File: config.mk
export PLATFORM = sky130hd
export DESIGN_NAME = ysyx_25010008_axi_rr_arbiter_flat
export DESIGN_NICKNAME = d
export VERILOG_FILES = /design/src/rtl/ysyx_25010008_axi_rr_arbiter_if.sv /design/src/rtl/ysyx_25010008_axi_rr_arbiter.sv /design/src/flat_wrapper.sv
export SDC_FILE = /design/constraint.sdc
export NUM_CORES = 1
export LEC_CHECK = 0
export ABC_CLOCK_PERIOD_IN_PS = 1800
export CORE_AREA = 2 2 195 197
export DETAILED_ROUTE_END_ITERATION = 16
export DIE_AREA = 0 0 197 199
export REMOVE_ABC_BUFFERS = 1
export SLEW_MARGIN = 20
export SYNTH_ARGS = -nofsm -noshare
export SYNTH_HDL_FRONTEND = slang
export SYNTH_SLANG_ARGS = --single-unit
File: constraint.sdc
create_clock -name clock -period 1.8 [get_ports clock]
set_input_delay 0.36 -clock clock [delete_from_list [all_inputs] [get_ports clock]]
set_output_delay 0.36 -clock clock [all_outputs]
set_load 0.01 [all_outputs]
File: src/rtl/ysyx_25010008_axi_rr_arbiter_if.sv
// Upstream per-master AXI4 bundle and downstream io_master AXI4 bundle
// shared by the N:1 arbiter and its neighbours.
interface ysyx_25010008_axi_rr_arbiter_if #(
    parameter int NUM_MASTERS = 2,
    parameter int ADDR_W      = 32,
    parameter int DATA_W      = 32
);
    localparam int N  = NUM_MASTERS;
    localparam int SW = DATA_W / 8;

    logic [N-1:0]        m_arvalid;
    logic [N-1:0]        m_arready;
    logic [N*ADDR_W-1:0] m_araddr;
    logic [N*8-1:0]      m_arlen;
    logic [N*3-1:0]      m_arsize;
    logic [N-1:0]        m_rvalid;
    logic [N-1:0]        m_rready;
    logic [DATA_W-1:0]   m_rdata;
    logic [1:0]          m_rresp;
    logic                m_rlast;
    logic [N-1:0]        m_awvalid;
    logic [N-1:0]        m_awready;
    logic [N*ADDR_W-1:0] m_awaddr;
    logic [N*8-1:0]      m_awlen;
    logic [N*3-1:0]      m_awsize;
    logic [N-1:0]        m_wvalid;
    logic [N-1:0]        m_wready;
    logic [N*DATA_W-1:0] m_wdata;
    logic [N*SW-1:0]     m_wstrb;
    logic [N-1:0]        m_wlast;
    logic [N-1:0]        m_bvalid;
    logic [N-1:0]        m_bready;
    logic [1:0]          m_bresp;

    modport master (
        output m_arvalid, m_araddr, m_arlen, m_arsize, m_rready,
        output m_awvalid, m_awaddr, m_awlen, m_awsize,
        output m_wvalid, m_wdata, m_wstrb, m_wlast, m_bready,
        input  m_arready, m_rvalid, m_rdata, m_rresp, m_rlast,
        input  m_awready, m_wready, m_bvalid, m_bresp
    );

    modport slave (
        input  m_arvalid, m_araddr, m_arlen, m_arsize, m_rready,
        input  m_awvalid, m_awaddr, m_awlen, m_awsize,
        input  m_wvalid, m_wdata, m_wstrb, m_wlast, m_bready,
        output m_arready, m_rvalid, m_rdata, m_rresp, m_rlast,
        output m_awready, m_wready, m_bvalid, m_bresp
    );
endinterface

interface ysyx_25010008_axi_io_if #(
    parameter int ADDR_W = 32,
    parameter int DATA_W = 32
);
    localparam int SW = DATA_W / 8;

    logic              io_master_awready;
    logic              io_master_awvalid;
    logic [ADDR_W-1:0] io_master_awaddr;
    logic [3:0]        io_master_awid;
    logic [7:0]        io_master_awlen;
    logic [2:0]        io_master_awsize;
    logic [1:0]        io_master_awburst;
    logic              io_master_wready;
    logic              io_master_wvalid;
    logic [DATA_W-1:0] io_master_wdata;
    logic [SW-1:0]     io_master_wstrb;
    logic              io_master_wlast;
    logic              io_master_bready;
    logic              io_master_bvalid;
    logic [1:0]        io_master_bresp;
    logic [3:0]        io_master_bid;
    logic              io_master_arready;
    logic              io_master_arvalid;
    logic [ADDR_W-1:0] io_master_araddr;
    logic [3:0]        io_master_arid;
    logic [7:0]        io_master_arlen;
    logic [2:0]        io_master_arsize;
    logic [1:0]        io_master_arburst;
    logic              io_master_rready;
    logic              io_master_rvalid;
    logic [1:0]        io_master_rresp;
    logic [DATA_W-1:0] io_master_rdata;
    logic              io_master_rlast;
    logic [3:0]        io_master_rid;

    modport master (
        output io_master_awvalid, io_master_awaddr, io_master_awid,
        output io_master_awlen, io_master_awsize, io_master_awburst,
        output io_master_wvalid, io_master_wdata, io_master_wstrb,
        output io_master_wlast, io_master_bready,
        output io_master_arvalid, io_master_araddr, io_master_arid,
        output io_master_arlen, io_master_arsize, io_master_arburst,
        output io_master_rready,
        input  io_master_awready, io_master_wready,
        input  io_master_bvalid, io_master_bresp, io_master_bid,
        input  io_master_arready, io_master_rvalid, io_master_rresp,
        input  io_master_rdata, io_master_rlast, io_master_rid
    );

    modport slave (
        input  io_master_awvalid, io_master_awaddr, io_master_awid,
        input  io_master_awlen, io_master_awsize, io_master_awburst,
        input  io_master_wvalid, io_master_wdata, io_master_wstrb,
        input  io_master_wlast, io_master_bready,
        input  io_master_arvalid, io_master_araddr, io_master_arid,
        input  io_master_arlen, io_master_arsize, io_master_arburst,
        input  io_master_rready,
        output io_master_awready, io_master_wready,
        output io_master_bvalid, io_master_bresp, io_master_bid,
        output io_master_arready, io_master_rvalid, io_master_rresp,
        output io_master_rdata, io_master_rlast, io_master_rid
    );
endinterface

File: src/rtl/ysyx_25010008_axi_rr_arbiter.sv
// N:1 AXI4 arbiter, one downstream transaction in flight at a time,
// round-robin or fixed-priority grant.
module ysyx_25010008_axi_rr_arbiter #(
    parameter int NUM_MASTERS = 2,
    parameter int ADDR_W      = 32,
    parameter int DATA_W      = 32,
    parameter int ARB_MODE    = 0
) (
    input  logic clock,
    input  logic reset,
    ysyx_25010008_axi_rr_arbiter_if.slave up,
    ysyx_25010008_axi_io_if.master        bus,
    output logic resp_err
);
    localparam int N  = NUM_MASTERS;
    localparam int SW = DATA_W / 8;
    localparam int GW = (N > 1) ? $clog2(N) : 1;

    typedef enum logic [2:0] {IDLE, AR, R, AW, W, B} state_t;

    state_t        state;
    logic [GW-1:0] g;
    logic [GW-1:0] ptr;
    logic [GW-1:0] win;
    logic [GW-1:0] base;
    logic [GW-1:0] nxt;
    logic          found;
    logic [N-1:0]  req;
    logic          ar_hs;
    logic          r_hs;
    logic          r_done;
    logic          aw_hs;
    logic          w_done;
    logic          b_hs;

    assign req  = up.m_arvalid | up.m_awvalid;
    assign base = (ARB_MODE == 1) ? '0 : ptr;
    assign nxt  = (int'(g) == N - 1) ? '0 : g + 1'b1;

    // Valids/readies are zero outside their state, so these are state-qualified
    assign ar_hs  = bus.io_master_arvalid & bus.io_master_arready;
    assign r_hs   = bus.io_master_rvalid & bus.io_master_rready;
    assign r_done = r_hs & bus.io_master_rlast;
    assign aw_hs  = bus.io_master_awvalid & bus.io_master_awready;
    assign w_done = bus.io_master_wvalid & bus.io_master_wready
                  & bus.io_master_wlast;
    assign b_hs   = bus.io_master_bvalid & bus.io_master_bready;

    always_comb begin
        int k;
        k     = 0;
        win   = '0;
        found = 1'b0;
        for (int i = 0; i < N; i++) begin
            k = int'(base) + i;
            if (k >= N) k = k - N;
            if (!found && req[k]) begin
                found = 1'b1;
                win   = GW'(k);
            end
        end
    end

    always_ff @(posedge clock or posedge reset) begin
        if (reset) begin
            state    <= IDLE;
            g        <= '0;
            ptr      <= '0;
            resp_err <= 1'b0;
        end else begin
            unique case (state)
                IDLE: if (found) begin
                    g     <= win;
                    state <= up.m_arvalid[win] ? AR : AW;
                end
                AR: if (ar_hs) state <= R;
                R: if (r_done) begin
                    state <= IDLE;
                    ptr   <= nxt;
                end
                AW: if (aw_hs) state <= W;
                W: if (w_done) state <= B;
                B: if (b_hs) begin
                    state <= IDLE;
                    ptr   <= nxt;
                end
                default: state <= IDLE;
            endcase
            if ((r_hs && bus.io_master_rresp != 2'b00) ||
                (b_hs && bus.io_master_bresp != 2'b00))
                resp_err <= 1'b1;
        end
    end

    always_comb begin
        up.m_arready          = '0;
        up.m_rvalid           = '0;
        up.m_rdata            = '0;
        up.m_rresp            = '0;
        up.m_rlast            = 1'b0;
        up.m_awready          = '0;
        up.m_wready           = '0;
        up.m_bvalid           = '0;
        up.m_bresp            = '0;
        bus.io_master_arvalid = 1'b0;
        bus.io_master_araddr  = '0;
        bus.io_master_arid    = '0;
        bus.io_master_arlen   = '0;
        bus.io_master_arsize  = '0;
        bus.io_master_arburst = '0;
        bus.io_master_rready  = 1'b0;
        bus.io_master_awvalid = 1'b0;
        bus.io_master_awaddr  = '0;
        bus.io_master_awid    = '0;
        bus.io_master_awlen   = '0;
        bus.io_master_awsize  = '0;
        bus.io_master_awburst = '0;
        bus.io_master_wvalid  = 1'b0;
        bus.io_master_wdata   = '0;
        bus.io_master_wstrb   = '0;
        bus.io_master_wlast   = 1'b0;
        bus.io_master_bready  = 1'b0;
        unique case (state)
            AR: begin
                bus.io_master_arvalid = up.m_arvalid[g];
                bus.io_master_araddr  = up.m_araddr[int'(g)*ADDR_W +: ADDR_W];
                bus.io_master_arlen   = up.m_arlen[int'(g)*8 +: 8];
                bus.io_master_arsize  = up.m_arsize[int'(g)*3 +: 3];
                bus.io_master_arid    = 4'(g);
                bus.io_master_arburst = 2'b01;
                up.m_arready[g]       = bus.io_master_arready;
            end
            R: begin
                up.m_rvalid[g]       = bus.io_master_rvalid;
                bus.io_master_rready = up.m_rready[g];
                up.m_rdata           = bus.io_master_rdata;
                up.m_rresp           = bus.io_master_rresp;
                up.m_rlast           = bus.io_master_rlast;
            end
            AW: begin
                bus.io_master_awvalid = up.m_awvalid[g];
                bus.io_master_awaddr  = up.m_awaddr[int'(g)*ADDR_W +: ADDR_W];
                bus.io_master_awlen   = up.m_awlen[int'(g)*8 +: 8];
                bus.io_master_awsize  = up.m_awsize[int'(g)*3 +: 3];
                bus.io_master_awid    = 4'(g);
                bus.io_master_awburst = 2'b01;
                up.m_awready[g]       = bus.io_master_awready;
            end
            W: begin
                bus.io_master_wvalid = up.m_wvalid[g];
                bus.io_master_wdata  = up.m_wdata[int'(g)*DATA_W +: DATA_W];
                bus.io_master_wstrb  = up.m_wstrb[int'(g)*SW +: SW];
                bus.io_master_wlast  = up.m_wlast[g];
                up.m_wready[g]       = bus.io_master_wready;
            end
            B: begin
                up.m_bvalid[g]       = bus.io_master_bvalid;
                bus.io_master_bready = up.m_bready[g];
                up.m_bresp           = bus.io_master_bresp;
            end
            default: ;
        endcase
    end
endmodule

File: src/flat_wrapper.sv
// flat-port wrapper written by rule: the top's interface ports become plain ports
module ysyx_25010008_axi_rr_arbiter_flat 
#(
    parameter int NUM_MASTERS = 2,
    parameter int ADDR_W      = 32,
    parameter int DATA_W      = 32,
    parameter int ARB_MODE    = 0
)
  (clock, reset, resp_err, up_m_arvalid, up_m_araddr, up_m_arlen, up_m_arsize, up_m_rready, up_m_awvalid, up_m_awaddr, up_m_awlen, up_m_awsize, up_m_wvalid, up_m_wdata, up_m_wstrb, up_m_wlast, up_m_bready, up_m_arready, up_m_rvalid, up_m_rdata, up_m_rresp, up_m_rlast, up_m_awready, up_m_wready, up_m_bvalid, up_m_bresp, bus_io_master_awvalid, bus_io_master_awaddr, bus_io_master_awid, bus_io_master_awlen, bus_io_master_awsize, bus_io_master_awburst, bus_io_master_wvalid, bus_io_master_wdata, bus_io_master_wstrb, bus_io_master_wlast, bus_io_master_bready, bus_io_master_arvalid, bus_io_master_araddr, bus_io_master_arid, bus_io_master_arlen, bus_io_master_arsize, bus_io_master_arburst, bus_io_master_rready, bus_io_master_awready, bus_io_master_wready, bus_io_master_bvalid, bus_io_master_bresp, bus_io_master_bid, bus_io_master_arready, bus_io_master_rvalid, bus_io_master_rresp, bus_io_master_rdata, bus_io_master_rlast, bus_io_master_rid);
  ysyx_25010008_axi_rr_arbiter_if #(.NUM_MASTERS(NUM_MASTERS), .ADDR_W(ADDR_W), .DATA_W(DATA_W)) up_i ();
  ysyx_25010008_axi_io_if #(.ADDR_W(ADDR_W), .DATA_W(DATA_W)) bus_i ();
  input  logic clock;
  input  logic reset;
  output logic resp_err;
  input wire logic [$bits(up_i.m_arvalid)-1:0] up_m_arvalid;
  input wire logic [$bits(up_i.m_araddr)-1:0] up_m_araddr;
  input wire logic [$bits(up_i.m_arlen)-1:0] up_m_arlen;
  input wire logic [$bits(up_i.m_arsize)-1:0] up_m_arsize;
  input wire logic [$bits(up_i.m_rready)-1:0] up_m_rready;
  input wire logic [$bits(up_i.m_awvalid)-1:0] up_m_awvalid;
  input wire logic [$bits(up_i.m_awaddr)-1:0] up_m_awaddr;
  input wire logic [$bits(up_i.m_awlen)-1:0] up_m_awlen;
  input wire logic [$bits(up_i.m_awsize)-1:0] up_m_awsize;
  input wire logic [$bits(up_i.m_wvalid)-1:0] up_m_wvalid;
  input wire logic [$bits(up_i.m_wdata)-1:0] up_m_wdata;
  input wire logic [$bits(up_i.m_wstrb)-1:0] up_m_wstrb;
  input wire logic [$bits(up_i.m_wlast)-1:0] up_m_wlast;
  input wire logic [$bits(up_i.m_bready)-1:0] up_m_bready;
  output wire logic [$bits(up_i.m_arready)-1:0] up_m_arready;
  output wire logic [$bits(up_i.m_rvalid)-1:0] up_m_rvalid;
  output wire logic [$bits(up_i.m_rdata)-1:0] up_m_rdata;
  output wire logic [$bits(up_i.m_rresp)-1:0] up_m_rresp;
  output wire logic [$bits(up_i.m_rlast)-1:0] up_m_rlast;
  output wire logic [$bits(up_i.m_awready)-1:0] up_m_awready;
  output wire logic [$bits(up_i.m_wready)-1:0] up_m_wready;
  output wire logic [$bits(up_i.m_bvalid)-1:0] up_m_bvalid;
  output wire logic [$bits(up_i.m_bresp)-1:0] up_m_bresp;
  output wire logic [$bits(bus_i.io_master_awvalid)-1:0] bus_io_master_awvalid;
  output wire logic [$bits(bus_i.io_master_awaddr)-1:0] bus_io_master_awaddr;
  output wire logic [$bits(bus_i.io_master_awid)-1:0] bus_io_master_awid;
  output wire logic [$bits(bus_i.io_master_awlen)-1:0] bus_io_master_awlen;
  output wire logic [$bits(bus_i.io_master_awsize)-1:0] bus_io_master_awsize;
  output wire logic [$bits(bus_i.io_master_awburst)-1:0] bus_io_master_awburst;
  output wire logic [$bits(bus_i.io_master_wvalid)-1:0] bus_io_master_wvalid;
  output wire logic [$bits(bus_i.io_master_wdata)-1:0] bus_io_master_wdata;
  output wire logic [$bits(bus_i.io_master_wstrb)-1:0] bus_io_master_wstrb;
  output wire logic [$bits(bus_i.io_master_wlast)-1:0] bus_io_master_wlast;
  output wire logic [$bits(bus_i.io_master_bready)-1:0] bus_io_master_bready;
  output wire logic [$bits(bus_i.io_master_arvalid)-1:0] bus_io_master_arvalid;
  output wire logic [$bits(bus_i.io_master_araddr)-1:0] bus_io_master_araddr;
  output wire logic [$bits(bus_i.io_master_arid)-1:0] bus_io_master_arid;
  output wire logic [$bits(bus_i.io_master_arlen)-1:0] bus_io_master_arlen;
  output wire logic [$bits(bus_i.io_master_arsize)-1:0] bus_io_master_arsize;
  output wire logic [$bits(bus_i.io_master_arburst)-1:0] bus_io_master_arburst;
  output wire logic [$bits(bus_i.io_master_rready)-1:0] bus_io_master_rready;
  input wire logic [$bits(bus_i.io_master_awready)-1:0] bus_io_master_awready;
  input wire logic [$bits(bus_i.io_master_wready)-1:0] bus_io_master_wready;
  input wire logic [$bits(bus_i.io_master_bvalid)-1:0] bus_io_master_bvalid;
  input wire logic [$bits(bus_i.io_master_bresp)-1:0] bus_io_master_bresp;
  input wire logic [$bits(bus_i.io_master_bid)-1:0] bus_io_master_bid;
  input wire logic [$bits(bus_i.io_master_arready)-1:0] bus_io_master_arready;
  input wire logic [$bits(bus_i.io_master_rvalid)-1:0] bus_io_master_rvalid;
  input wire logic [$bits(bus_i.io_master_rresp)-1:0] bus_io_master_rresp;
  input wire logic [$bits(bus_i.io_master_rdata)-1:0] bus_io_master_rdata;
  input wire logic [$bits(bus_i.io_master_rlast)-1:0] bus_io_master_rlast;
  input wire logic [$bits(bus_i.io_master_rid)-1:0] bus_io_master_rid;
  assign up_i.m_arvalid = up_m_arvalid;
  assign up_i.m_araddr = up_m_araddr;
  assign up_i.m_arlen = up_m_arlen;
  assign up_i.m_arsize = up_m_arsize;
  assign up_i.m_rready = up_m_rready;
  assign up_i.m_awvalid = up_m_awvalid;
  assign up_i.m_awaddr = up_m_awaddr;
  assign up_i.m_awlen = up_m_awlen;
  assign up_i.m_awsize = up_m_awsize;
  assign up_i.m_wvalid = up_m_wvalid;
  assign up_i.m_wdata = up_m_wdata;
  assign up_i.m_wstrb = up_m_wstrb;
  assign up_i.m_wlast = up_m_wlast;
  assign up_i.m_bready = up_m_bready;
  assign up_m_arready = up_i.m_arready;
  assign up_m_rvalid = up_i.m_rvalid;
  assign up_m_rdata = up_i.m_rdata;
  assign up_m_rresp = up_i.m_rresp;
  assign up_m_rlast = up_i.m_rlast;
  assign up_m_awready = up_i.m_awready;
  assign up_m_wready = up_i.m_wready;
  assign up_m_bvalid = up_i.m_bvalid;
  assign up_m_bresp = up_i.m_bresp;
  assign bus_io_master_awvalid = bus_i.io_master_awvalid;
  assign bus_io_master_awaddr = bus_i.io_master_awaddr;
  assign bus_io_master_awid = bus_i.io_master_awid;
  assign bus_io_master_awlen = bus_i.io_master_awlen;
  assign bus_io_master_awsize = bus_i.io_master_awsize;
  assign bus_io_master_awburst = bus_i.io_master_awburst;
  assign bus_io_master_wvalid = bus_i.io_master_wvalid;
  assign bus_io_master_wdata = bus_i.io_master_wdata;
  assign bus_io_master_wstrb = bus_i.io_master_wstrb;
  assign bus_io_master_wlast = bus_i.io_master_wlast;
  assign bus_io_master_bready = bus_i.io_master_bready;
  assign bus_io_master_arvalid = bus_i.io_master_arvalid;
  assign bus_io_master_araddr = bus_i.io_master_araddr;
  assign bus_io_master_arid = bus_i.io_master_arid;
  assign bus_io_master_arlen = bus_i.io_master_arlen;
  assign bus_io_master_arsize = bus_i.io_master_arsize;
  assign bus_io_master_arburst = bus_i.io_master_arburst;
  assign bus_io_master_rready = bus_i.io_master_rready;
  assign bus_i.io_master_awready = bus_io_master_awready;
  assign bus_i.io_master_wready = bus_io_master_wready;
  assign bus_i.io_master_bvalid = bus_io_master_bvalid;
  assign bus_i.io_master_bresp = bus_io_master_bresp;
  assign bus_i.io_master_bid = bus_io_master_bid;
  assign bus_i.io_master_arready = bus_io_master_arready;
  assign bus_i.io_master_rvalid = bus_io_master_rvalid;
  assign bus_i.io_master_rresp = bus_io_master_rresp;
  assign bus_i.io_master_rdata = bus_io_master_rdata;
  assign bus_i.io_master_rlast = bus_io_master_rlast;
  assign bus_i.io_master_rid = bus_io_master_rid;
  ysyx_25010008_axi_rr_arbiter #(.NUM_MASTERS(NUM_MASTERS), .ADDR_W(ADDR_W), .DATA_W(DATA_W), .ARB_MODE(ARB_MODE)) u_core (.clock(clock), .reset(reset), .up(up_i), .bus(bus_i), .resp_err(resp_err));
endmodule
Word-level counts from Yosys, hierarchy flattened
Index checks and enable logic that the tools add are counted.
{"block": "totals", "regBits": 6, "input_bits": 308}
{"block": "op_classes", "addsub": 4, "mul": 1, "magnitude_cmp": 7, "eq_ne": 11, "shifts": 8, "mux": 67, "bitwise_logic": 13, "reduce_logical": 13}
{"operator": "two-way mux 32 bit", "n": 6}
{"operator": "indexed part select 64 x 7 -> 32 bit", "n": 3}
{"operator": "less-than comparator 32 x 3 -> 1 bit, second input constant", "n": 2}
{"operator": "indexed part select 6 x 32 -> 3 bit", "n": 2}
{"operator": "two-way mux 1 bit", "n": 39}
{"operator": "greater-or-equal comparator 32 x 3 -> 1 bit, second input constant", "n": 1}
{"operator": "indexed part select 16 x 5 -> 8 bit", "n": 2}
{"operator": "subtractor 32 x 3 -> 32 bit, second input constant", "n": 1}
{"operator": "two-way mux 3 bit", "n": 8}
{"operator": "one-hot mux 3 bit (6 select lines)", "n": 1}
{"operator": "two-way mux 2 bit", "n": 8}
{"operator": "two-way mux 8 bit", "n": 2}
{"operator": "inequality test 2 x 1 -> 1 bit, second input constant", "n": 6}
{"operator": "bitwise AND 2 bit", "n": 5}
{"operator": "indexed part select 8 x 4 -> 4 bit", "n": 1}
{"operator": "bitwise AND 1 bit", "n": 7}
{"operator": "== test 3 x 2 -> 1 bit, second input constant", "n": 2}
{"operator": "== test 3 bit, second input constant", "n": 2}
{"operator": "AND reduction 6 bit", "n": 1}
{"operator": "nonzero test 2 bit", "n": 3}
{"operator": "logical AND 1 bit", "n": 4}
{"operator": "less-than comparator 1 x 2 -> 1 bit, second input constant", "n": 2}
{"operator": "two-way mux 4 bit", "n": 1}
{"operator": "== test 3 x 1 -> 1 bit, second input constant", "n": 1}
{"operator": "14 further kinds", "n": 14}

Longest topological paths before layout
Gate-level depths: netlist (run 1).
{"block": "depth", "depth_word": 14, "ltp_mapped": 6}

Worst setup path after synthesis (run 1)
OpenSTA, ideal clock, no wires.
{"block": "synth_timing", "kind": "register to output", "startpoint": "register u_core.state[1]", "endpoint": "output bus_io_master_araddr[10]", "arrival_time_ns": 1.463, "required_time_ns": 1.440, "slack_ns": -0.023, "stages_incl_launch_ff": 6, "path_buffers": 3, "cell_sequence": "dfrtp_1 -> buf_2 -> or3b_1 -> clkbuf_1 -> clkbuf_1 -> nor2_1"}
{"block": "synth_via", "elab_chain_cells": 2}
{"element": "from (decl)", "line_no": "ysyx_25010008_axi_rr_arbiter.sv:21", "source": "state_t state;"}
{"element": "from (signal assigned)", "line_no": "ysyx_25010008_axi_rr_arbiter.sv:74", "source": "state <= up.m_arvalid[win] ? AR : AW;"}
{"element": "== test 3 x 1 -> 1 bit", "line_no": "ysyx_25010008_axi_rr_arbiter.sv:123", "source": "unique case (state)"}
{"element": "two-way mux 32 bit", "line_no": "ysyx_25010008_axi_rr_arbiter.sv:123"}
{"element": "to (decl)", "line_no": "flat_wrapper.sv:50", "source": "output wire logic [$bits(bus_i.io_master_araddr)-1:0] bus_io_master_araddr;"}
No other way between the ends.

Final worst setup path (run 1)
{"block": "layout_timing", "startpoint": "register u_core.state[1]", "endpoint": "output bus_io_master_arlen[0]"}
{"block": "layout_via", "elab_chain_cells": 2}
{"element": "== test 3 x 1 -> 1 bit", "line_no": "ysyx_25010008_axi_rr_arbiter.sv:123"}
{"element": "two-way mux 8 bit", "line_no": "ysyx_25010008_axi_rr_arbiter.sv:123"}
{"element": "to (decl)", "line_no": "flat_wrapper.sv:52", "source": "output wire logic [$bits(bus_i.io_master_arlen)-1:0] bus_io_master_arlen;"}
No other way between the ends.

==> impl_results.md, run 1 <==
* Switching share of power at 0.406
* Initial Util at 0.0729
* Largest net degree at the start of global routing at 29
* Endpoints failing hold at 0
* Max clock buf depth at 2
* Post-route ant nets at 0
* Via count at 5375
* Fin worst setup slack at -0.341 ns
* Placed instance area at 0.00845 mm2
* Crit path max fanout at 4
* CTS Sinks at 6
* DIE AREA at 0.0392 mm2
* Row cnt at between 70 and 80
* Clk_skew at 0.00168 ns
* Sequential fraction of the synthesis area at 0.0555
* GRT overflow at 0
* DR iter-0 viols at 56
* Vias in the first global route at 5296
* Sequential share of power at 0.026
* Yosys warnings at 0
* Slew Viols, Final at 0
* Global-route wire length before repair at approximately 32000 um
* Final setup viols at 183
* CP Launch Type: flop
* Die X at 197 um
* Net count, final at 1323
* Finished Cell Area at 0.0105 mm2
* Clock power frac at 0.031
* Failing checks: setup timing
* Gate power share at 0.944
* DP Cell Count at ~1400
* Total of max-cap violations at 0
* Pwr Density at between 1000 and 1500 mW/mm2
* Clock slew at reported path FFs at 0.04 ns
* CTS Buf Count at 3
* Synthesized flop and latch total at 6
* Clk_lat worst skew at 0.23 ns
* Class of the worst hold path: in -> async
* Outcome: finished, violations left
* Port Buf Inserts at 479
* Gp weighted congestion at 0.796
* Share of cells above drive strength 1 at 0.505
* Final wirelength at 24900 um
* Detailed-route DRC error count at 0
* Die H at 199 um
* Max IR drop VDD at between 0.6 and 0.7 mV
* First-pass DRT Iterations at 4
* Most common flop cell mapped by yosys: dfrtp_1
* DR WL/cell at 16.7 um
* GRT Total Usage at 0.107
* Number of flops mapped to enable cells by yosys at 0
* # IOs at 496
* TritonCTS clock tree: done
* Crit path DAT at roughly 1.8 ns
* Fin crit period at 2.14 ns
* HPWL after detailed placement at 16700 um
* Area Overhead vs Synth at 289%
* Critical path type: reg -> out
* RSZ-0062 raised after global routing: true
* Core area at 0.0371 mm2
* Vias per cell at 3.61
* P_int at a little over 7 mW
* H-tree Lvls at 1
* Leakage at about 4.7 nW
* Syn Inst Count at ~400
* Initial antenna violation count at 1
* Netlist cell types at 33
* Sw Pwr at between 4 and 5 mW
* Synthesized area per cell at between 6 and 7 um2
* Fmax at around 470 MHz
* Root Buffer: clkbuf_16
* Post-Layout Cell Count at 1488
* Power, Total at 12.2 mW
* Asr flop ratio synth at 1.00
* Post-Syn Area at 0.00271 mm2
* Fin crit share at 1.19
* ANT cells at 0
* WP data required at about 1.4 ns
* Worst setup EP type: output port
stage by stage:
| step | TNS, ns | util | worst slack [ns] | hold slack (ns) |
|---|---|---|---|---|
| 3_3_place_gp | -53.24 | 0.227 | -0.485 | 0.550 |
| 5_1_grt | -45.53 | 0.284 | -0.386 | 0.381 |
| 6_report | -35.35 | 0.284 | -0.341 | 0.357 |
| 4_1_cts | -52.43 | 0.249 | -0.529 | 0.355 |
| 2_1_floorplan | -510.82 | - | -4.02 | 0.151 |
| 3_5_place_dp | -55.90 | 0.227 | -0.485 | 0.554 |
layer usage:
layer | global-route usage | wire (um) | up-vias
met2 | 0.211 | 13200 | 308
met4 | 0.0223 | 496 | 0
met1 | 0.119 | 9380 | 2464
li1 | - | - | 2579
met5 | 0 | 0 | -
met3 | 0.0190 | 1800 | 24
area by class of cell:
| type | instances | area [um2] |
|---|---|---|
| Fill cell | 3925 | 26600 |
| Timing Repair Buffer | 640 | 6490 |
| Multi-Input combinational cell | 359 | 3200 |
| Tap cell | 474 | 593 |
| Sequential cell | 6 | 158 |
| Clock buffer | 4 | 78.8 |
| Inverter | 5 | 21.3 |
timing repair:
action / in CTS / in global routing
buffers inserted: 45 / 46
endpoints found under the setup margin: 183 / 182
resized for setup: 643 / 456
pin swaps: 46 / 57
hold buffers: 0 / 0
gates cloned: 19 / 6
cell usage in the layout (no fill, tap or decap), types with 4 or more instances in the layout:
cell type,count
clkdlybuf4s50_1,300
buf_6,121
buf_2,105
mux2i_1,92
nor2_1,57
nor2_2,51
buf_4,50
nor2_4,30
and2_4,29
mux2i_2,19
buf_12,17
mux2i_4,16
buf_16,16
buf_8,14
and2_1,9
clkbuf_16,9
conb_1,8
clkbuf_2,7
o21ai_1,5
nor3_1,4
nand2_1,4
and3_1,4
path summary, 6_finish.rpt:
check	cells past startpoint	to	slack, ns	startpoint
worst max-delay path	6	bus_io_master_arlen[0]	-0.34	u_core.state[1]$_DFFE_PP0P_
worst min-delay path	2	u_core.base$_DFFE_PP0P_	0.36	reset
worst max register to register	10	u_core.state[1]$_DFFE_PP0P_	-0.30	u_core.state[0]$_DFFE_PP0P_
worst min register to register	2	u_core.base$_DFFE_PP0P_	0.56	u_core.base$_DFFE_PP0P_
max in group asynchronous	2	u_core.g$_DFFE_PP0P_	1.21	reset
min in group clock	2	u_core.base$_DFFE_PP0P_	0.56	u_core.base$_DFFE_PP0P_
power by group through the flow:
stage | Clock, mW | Sequential, mW | Combinational (mW)
final | 0.375 | 0.313 | 11.5
after global routing | 0.393 | 0.320 | 12.2
after global placement | 0 | 0.295 | 7.13
after detailed placement | 0 | 0.298 | 7.16
after CTS | 0.380 | 0.307 | 9.07
after floorplan | 0 | 0.514 | 2.22
cell usage after synthesis (4+ instances only):
cell type  instances  area share
nor2_1           138        0.19
mux2i_1          127        0.47
and2_1            38       0.088
clkbuf_1          16       0.022
buf_2             13       0.024
buf_4              9       0.025
nand2_1            8       0.011
buf_1              6      0.0083
dfrtp_1            6       0.055
nor3_1             6       0.011
o21ai_1            5      0.0092
and3_1             4      0.0092
cell families (layout without fill, tap and decap cells):
| group | Yosys count | in the layout | synth area share |
|---|---|---|---|
| flops | 6 | 6 | 0.0555 |
| other cells | 1 | 8 | 0.00138 |
| mux | 130 | 130 | 0.482 |
| simple gates | 205 | 206 | 0.338 |
| compound gates | 15 | 15 | 0.0365 |
| buf+inv | 49 | 649 | 0.0864 |
worst max-delay path, cell delays in order, from the launching register on:
cell     delay (ns)
dfrtp_2        0.44
or3b_4         0.46
buf_12         0.17
buf_16         0.14
buf_12         0.13
nor2_1         0.07
buf_2          0.13
sequential cells by signal, summed over array words and instances (netlist names):
| name | flops |
|---|---|
| u_core.state | 3 |
| u_core.resp_err | 1 |
| u_core.g | 1 |
| u_core.base | 1 |
(Power assumes the default switching activity.)
==> run 2: changes to the inputs <==
--- a/config.mk
+++ b/config.mk
@@ -7,6 +7,7 @@
 export LEC_CHECK = 0
 export ABC_CLOCK_PERIOD_IN_PS = 1800
 export CORE_AREA = 2 2 195 197
+export CTS_CLUSTER_SIZE = 10
 export DETAILED_ROUTE_END_ITERATION = 16
 export DIE_AREA = 0 0 197 199
 export REMOVE_ABC_BUFFERS = 1
==> constraint.sdc (replaced) <==
create_clock -name clock -period 1.8 [get_ports clock]
set_input_delay 0.36 -clock clock [delete_from_list [all_inputs] [get_ports clock]]
set_output_delay 0.36 -clock clock [all_outputs]
set_load 0.02 [all_outputs]
==> impl_results.md, run 2 (same netlist as run 1, synthesis figures left out) <==
* Outcome: finished, violations left
* Failing checks: setup timing
* Clk_skew at 0.00300 ns (+0.00133 ns)
* Die X at 197 um (unchanged)
* GRT Total Usage at 0.0992 (-0.00788)
* Multi-input gate area at 0.00342 mm2 (+7.1%)
* Pre-CTS setup slack at -0.519 ns (-0.0338 ns)
* FF/Latch Area at 154 um2 (-2.4%)
* Worst setup EP type: output port
* FILL cells at 3891 (-0.87%)
* Row cnt at 71 (unchanged)
* R2R Setup Slk at -0.16 ns (+0.14 ns)
* GRT overflow at 0 (unchanged)
* First-pass DRT Iterations at 4 (unchanged)
* TritonCTS clock tree: done
* Vias per cell at 3.56 (-1.4%)
* Die H at 199 um (unchanged)
* Total of max-cap violations at 0 (unchanged)
* Crit path DAT at 1.68 ns (-0.10 ns)
* ANT cells at 0 (unchanged)
* Initial antenna violation count at 1 (unchanged)
* # IOs at 496 (unchanged)
* Finished Cell Area at 0.0104 mm2 (-1.5%)
* Share of cells above drive strength 1 at 0.481 (-0.0244)
* Leakage at 4.31 nW (-8.7%)
* RSZ-0062 raised after global routing: true
* Largest register FFs at 3 (unchanged)
* Core area at 0.0371 mm2 (unchanged)
* DR iter-0 viols at 80 (+43%)
* Placed instance area at 0.00846 mm2 (+0.15%)
* Most common cell after layout, fill and taps aside: clkdlybuf4s50_1
* Slew Viols, Final at 0 (unchanged)
* Max IR drop VDD at 0.566 mV (-17%)
* Detailed-route DRC error count at 0 (unchanged)
* Initial Util at 0.0729 (unchanged)
* H-tree Lvls at 1 (unchanged)
* Area Overhead vs Synth at 283%
* Vias in the first global route at 5087 (-3.9%)
* Pwr Density at 1190 mW/mm2 (+2.8%)
* Post-Layout Cell Count at 1423 (-4.4%)
* WP data required at 1.44 ns (about the same)
* Final setup viols at 178 (-2.7%)
* HPWL after detailed placement at 16800 um (+0.14%)
* Gp weighted congestion at 0.793 (-0.36%)
* Worst R2R Path Depth at 8 (-2)
* Fin worst setup slack at -0.235 ns (+0.106 ns)
* Fin crit share at 1.13 (-0.0589)
* CTS Buf Count at 3 (unchanged)
* Fin crit period at 2.04 ns (-0.106 ns)
* Final wirelength at 22800 um (-8.5%)
* DP Cell Count at 1378 (+0.15%)
* Clk_lat worst skew at 0.23 ns (about the same)
* Largest net degree at the start of global routing at 42 (+45%)
* Post-route ant nets at 0 (unchanged)
* Critical path type: reg -> out
* Leading cell types in the layout, fill and taps excluded: clkdlybuf4s50_1, buf_6, buf_4
* Crit path max fanout at 6 (+2)
* Fmax at 491 MHz (+5.2%)
* Endpoints failing hold at 0 (unchanged)
* Net count, final at 1258 (-4.9%)
* Port Buf Inserts at 479 (unchanged)
* Via count at 5066 (-5.7%)
* Largest register by flop count: u_core.state
* Root Buffer: clkbuf_16
* CP Launch Type: flop
* Max clock buf depth at 2 (unchanged)
* Class of the worst hold path: in -> async
* Clock slew at reported path FFs at 0.04 ns (about the same)
* DR WL/cell at 16.0 um (-4.3%)
* Global-route wire length before repair at 29600 um (-6.0%)
* CTS Sinks at 6 (unchanged)
* DIE AREA at 0.0392 mm2 (unchanged)
run 2: through the flow:
step,utilization,TNS [ns],total power [mW],hold slack [ns]
after global placement,0.228,-58.99,8.13,0.543
after global routing,0.280,-31.13,13.0,0.383
after floorplan,-,-532.38,3.36,0.151
final,0.280,-20.70,12.3,0.349
after CTS,0.258,-27.04,11.1,0.359
after detailed placement,0.228,-60.28,8.16,0.541
run 2: layer usage:
| layer | wire length, um | global-route usage | vias up |
|---|---|---|---|
| met1 | 8290 | 0.105 | 2301 |
| met3 | 2000 | 0.0242 | 17 |
| li1 | - | - | 2449 |
| met5 | 0 | 0 | - |
| met2 | 12100 | 0.198 | 299 |
| met4 | 413 | 0.0178 | 0 |
run 2: final timing paths:
check | from | endpoint
min reg2reg | u_core.resp_err$_DFFE_PP0P_ | u_core.resp_err$_DFFE_PP0P_
max | u_core.state[0]$_DFFE_PP0P_ | bus_io_master_awvalid
min | reset | u_core.g$_DFFE_PP0P_
min in group clock | u_core.resp_err$_DFFE_PP0P_ | u_core.resp_err$_DFFE_PP0P_
max in group asynchronous | reset | u_core.g$_DFFE_PP0P_
max reg2reg | u_core.state[1]$_DFFE_PP0P_ | u_core.state[0]$_DFFE_PP0P_
run 2: timing repair:
action / in CTS / in global routing
hold buffers: 0 / 0
pin swaps: 35 / 57
gates cloned: 15 / 1
gates resized for setup: 909 / 349
endpoints found under the setup margin: 183 / 183
setup buffers: 24 / 9
run 2: worst max-delay path, stage by stage (launching register included):
cell     delay [ns]
dfrtp_1        0.36
buf_6          0.14
nand2_2        0.05
or2_4          0.30
buf_12         0.16
buf_16         0.15
nor2_4         0.08
buf_6          0.10
buf_12         0.10
run 2: power by group:
| group | internal [mW] | leakage (nW) | switching (mW) |
|---|---|---|---|
| combinational | 6.34 | 4.20 | 5.35 |
| sequential | 0.208 | 0.0708 | 0.0640 |
| clock | 0.294 | 0.0382 | 0.0803 |
| total | 6.84 | 4.31 | 5.49 |
run 2: layout make-up:
cell class                 count  area share
sequential                     6      0.0148
multi-input combinational    358       0.330
clock buffer                   4     0.00759
timing repair buffer         576       0.588
inverter                       5     0.00229
tap                          474      0.0571
